`config.mk`:
```
export PLATFORM = sky130hd
export DESIGN_NAME = lfsr_gen
export DESIGN_NICKNAME = d
export VERILOG_FILES = /design/src/rtl/lfsr_gen.sv
export SDC_FILE = /design/constraint.sdc
export NUM_CORES = 1
export LEC_CHECK = 0
export BUFFER_PORTS_ARGS = -buffer_cell sky130_fd_sc_hd__buf_4
export CORE_MARGIN = 4
export CORE_UTILIZATION = 55
export CTS_BUF_LIST = sky130_fd_sc_hd__clkbuf_4 sky130_fd_sc_hd__clkbuf_8 sky130_fd_sc_hd__clkbuf_16
export DETAILED_ROUTE_END_ITERATION = 10
export MAX_ROUTING_LAYER = met4
export PLACE_DENSITY = 0.84
export SYNTH_ARGS = -nofsm -noshare
export SYNTH_HDL_FRONTEND = slang
export SYNTH_SLANG_ARGS = --single-unit
```
`constraint.sdc`:
```
create_clock -name clk -period 2.65 [get_ports clk]
set_input_delay 0.3975 -clock clk [delete_from_list [all_inputs] [get_ports clk]]
set_output_delay 0.3975 -clock clk [all_outputs]
set_load 0.02 [all_outputs]
```
`src/rtl/lfsr_gen.sv`:
```
// Parametrised Fibonacci LFSR with parallel load, lock-up recovery to SEED,
// a shift counter and a once-per-period tick.
module lfsr_gen #(
  parameter int               WIDTH  = 12,
  parameter logic [WIDTH-1:0] TAPS   = 12'h829,
  parameter bit               XNOR   = 1'b1,
  parameter logic [WIDTH-1:0] SEED   = 12'h367,
  parameter int               PERIOD = 4095
) (
  input  logic             clk,
  input  logic             rst_n,
  input  logic             sh_en,
  input  logic             load,
  input  logic [WIDTH-1:0] load_val,
  output logic [WIDTH-1:0] q_out,
  output logic [WIDTH-1:0] count,
  output logic             max_tick,
  output logic             lockup_err
);

  // The state the feedback can never leave: all-ones for XNOR, all-zeros for XOR.
  localparam logic [WIDTH-1:0] LOCK = XNOR ? {WIDTH{1'b1}} : {WIDTH{1'b0}};
  localparam logic [WIDTH-1:0] LAST = WIDTH'(PERIOD - 1);

  function automatic logic [WIDTH-1:0] next_state(input logic [WIDTH-1:0] s);
    logic fb;
    fb = ^(s & TAPS);
    if (XNOR) fb = ~fb;
    return {s[WIDTH-2:0], fb};
  endfunction

  // Priority load > shift > hold; pulses default low so they never stretch.
  always_ff @(posedge clk or negedge rst_n) begin
    if (!rst_n) begin
      q_out      <= SEED;
      count      <= '0;
      max_tick   <= 1'b0;
      lockup_err <= 1'b0;
    end else begin
      max_tick   <= 1'b0;
      lockup_err <= 1'b0;
      if (load) begin
        count <= '0;
        if (load_val == LOCK) begin
          q_out      <= SEED;
          lockup_err <= 1'b1;
        end else begin
          q_out <= load_val;
        end
      end else if (sh_en) begin
        if (q_out == LOCK) begin
          // Only reachable through a corrupted state; restart the sequence.
          q_out      <= SEED;
          count      <= '0;
          lockup_err <= 1'b1;
        end else if (count == LAST) begin
          q_out    <= next_state(q_out);
          count    <= '0;
          max_tick <= 1'b1;
        end else begin
          q_out <= next_state(q_out);
          count <= count + 1'b1;
        end
      end
    end
  end

endmodule

```
==> impl_metrics.yaml <==
outcome:
  status: "completed"
cts:
  cts_max_path_buffers: 2
  clock-sinks: 26
  cts_buffers: 3
  cts_resized: 0
  htreeDepth: 1
  clk_transition_reported_paths_ps: 140
  clockRootBuffer: "clkbuf_4"
  cts_tree: "yes"
  clk_latency_ps: 320
synthesis:
  yosys_warnings: 0
  synth_top_flop_cell: "dfrtp_1"
  synthXorXnorAreaFrac_pct: 1.75
  syn-num-nets: 178
  ys_async_sr_fraction_pct: 100
  synth_area_sq_um: 1500
  synthTopCellsByCount: "27 x nand2_1, 19 x dfrtp_1, 14 x o21ai_0"
  synth_top_cell_by_area: "dfrtp_1"
  syn_inst: 160
  synthTopCellsByArea: "dfrtp_1 32%, dfstp_2 12%, nand2_1 6.8%"
  synth_edf_count: 0
  synth_top_area_share_pct: 31.7
  avgSynthCellArea_sq_um: 9.38
  synthMuxAreaShare_pct: 4.00
  synth_seq_cells: 26
  synth_top_family_by_area: "simple AND/OR/NAND/NOR gates"
  synth_compound_area_share_pct: 18.0
  synth.most_common_cell: "nand2_1"
  synth_fa_ha_area_share_pct: 1.67
  synth.distinct_cells: 36
  synth-simple-area-share_pct: 24.4
  synth-seq-area-share_pct: 44.0
global_route:
  gr-total-overflow: 0
  grt_pass1_wl_mm: 5.93
  antenna_found_initial: 0
  grt_pass1_vias: 1283
  grt.total_usage_pct: 22.5
  grt_max_degree: 27
sta:
  hold_slack_ps: 286
  finalSetupTns_ps: 0
  fmax_mhz: 502
  slew_violations: 0
  rsz0062_at_grt: "no"
  fin_crit_ps: 1990
  worst_slew_pin_slew_ps: 562
  final_hold_viol_count: 0
  finalCritPeriodShare_pct: 75.1
  setup_viol: 0
  fin_skew_ps: 2.69
  slew_headroom_pct: 62.4
power_and_ir_drop:
  cell_internal_pwr_mw: 0.594
  seqPwrFrac_pct: 55.2
  power_frac_comb_pct: 20.7
  p_leak_nw: 0.806
  clock_power_share_pct: 24.2
  p_sw_mw: 0.254
  p_per_area_nw_per_um2: 462
  switching_share_pct: 30.0
  ir_drop_mv: 0.377
drt:
  drt_iter0_drc: 56
  routedWlPerCell_microns: 15.3
  vias: 1384
  drc_errors: 0
  drt-total-wl_mm: 3.52
  drtPass1Iterations: 4
  avgViaCountPerCell: 6.04
  antenna_left: 0
final_layout:
  layout.nets: 218
  design_area_sq_um: 1840
  area_growth_pct: 22.4
  antenna_cells: 0
  num-fill-cells: 199
  post_route_cells_drive_above_1_share_pct: 31.7
placed_design:
  hpwl_mm: 2.64
  place.gp.congestion: 0.849
  io_buffers: 41
  placed_area_sq_um: 1790
worst_setup_path:
  cp.arrival_ps: 2220
  worstReg2RegStart: "count[0]"
  path_max_fanout: 15
  cp_data_required_time_ps: 2880
  endpoint_kind: "flip-flop"
  worst_r2r_path_depth: 6
  ff2ff_setup_slack_ps: 660
  worst-setup-path-type: "flip-flop to flip-flop"
  cp-start-kind: "flip-flop"
  r2r_end: "count[3]"
floorplanning:
  die_w_microns: 60.2
  rows: 18
  design.core.area_sq_um: 2540
  start_util_pct: 58.9
  die_area_sq_um: 3630
  io_pins: 42
  die_y_microns: 60.2
hold_path:
  min_from: "load_val[2]"
  whs_endpoint: "q_out[2]"
  hp-class: "input port to flip-flop"
  hold_depth: 3
job:
  maxCapViolCount: 0
worst max-delay path by stage:
stage / from / to / depth (start not counted)
finish: count[0] / count[3] / 6
global route: count[0] / count[0] / 6
CTS: count[0] / count[7] / 6
detailed placement: count[0] / count[3] / 6
global placement: count[0] / count[3] / 6
floorplan: count[0] / count[10] / 6
worst max-delay path, cell delays in order, from the launching register on:
cell and delay, ps:
dfrtp_1 480, inv_1 90, ha_1 130, and4_2 220, nand4_1 460, a31o_1 350
a22o_1 170
power groups by stage:
stage | logic (mW) | registers, mW | clock network (mW)
after global placement | 0.171 | 0.473 | 0
after CTS | 0.177 | 0.468 | 0.206
after global routing | 0.191 | 0.473 | 0.224
final | 0.175 | 0.468 | 0.205
after floorplan | 0.0722 | 0.495 | 0
after detailed placement | 0.175 | 0.474 | 0
through the flow:
stage / setup slack [ps] / power [mW] / instances / util, %
2_1_floorplan: 913 / 0.567 / 160 / -
3_3_place_gp: 785 / 0.645 / 224 / 70.4
3_5_place_dp: 706 / 0.649 / 224 / 70.4
4_1_cts: 681 / 0.850 / 229 / 72.2
5_1_grt: 527 / 0.888 / 229 / 72.2
6_report: 660 / 0.848 / 229 / 72.2
registers in the layout, indices dropped and copies added (netlist names):
register,count
count,12
lockup_err,1
max_tick,1
q_out,12
logic make-up (layout without fill, tap and decap cells):
logic type | Yosys count | in the layout
buffers and inverters | 16 | 55
flip-flops | 26 | 26
AND/OR/NAND/NOR | 65 | 65
XOR/XNOR | 3 | 3
AO/OA/AOI/OAI | 42 | 42
adder cells (fa/ha/maj) | 2 | 2
multiplexers | 6 | 6
per-layer routing:
layer	track usage [%]	wire (microns)	vias up
met4	9.18	44	0
met2	36.4	1810	50
met3	3.67	189	6
li1	-	-	671
met5	-	0	-
met1	27.9	1470	657
area by class of cell:
type | instances | area [sq um] | area share (%)
Inverter | 8 | 30.0 | 1.63
Tap cell | 30 | 37.5 | 2.04
Clock buffer | 4 | 36.3 | 1.98
Timing Repair Buffer | 43 | 325 | 17.7
Sequential cell | 26 | 659 | 35.9
Multi-Input combinational cell | 118 | 748 | 40.7
cells in the final DEF, fill, tap and decap left out, drive strengths merged:
cell type and count:
nor2 2, or4b 2, o31a 3, and2 2, nand2 27, o211ai 2
a22o 1, ha 2, dlygate4sd3 1, nand4 13, nor3 4, clkbuf 4
nand2b 1, buf 42, a21oi 1, dfstp 7, or3 2, and3 1
xnor2 3, a32oi 5, o31ai 1, and2b 1, o21ai 20, or4 1
a31oi 5, mux2i 6, inv 8, and4 3, nand3 6, a31o 1
o22ai 3, dfrtp 19
what timing repair did:
action,CTS,global route
hold endpoints to repair,19,0
hold buffers,1,0
endpoints found under the setup margin,0,0
setup buffers,0,0
Power figures use the tool's default switching activity.
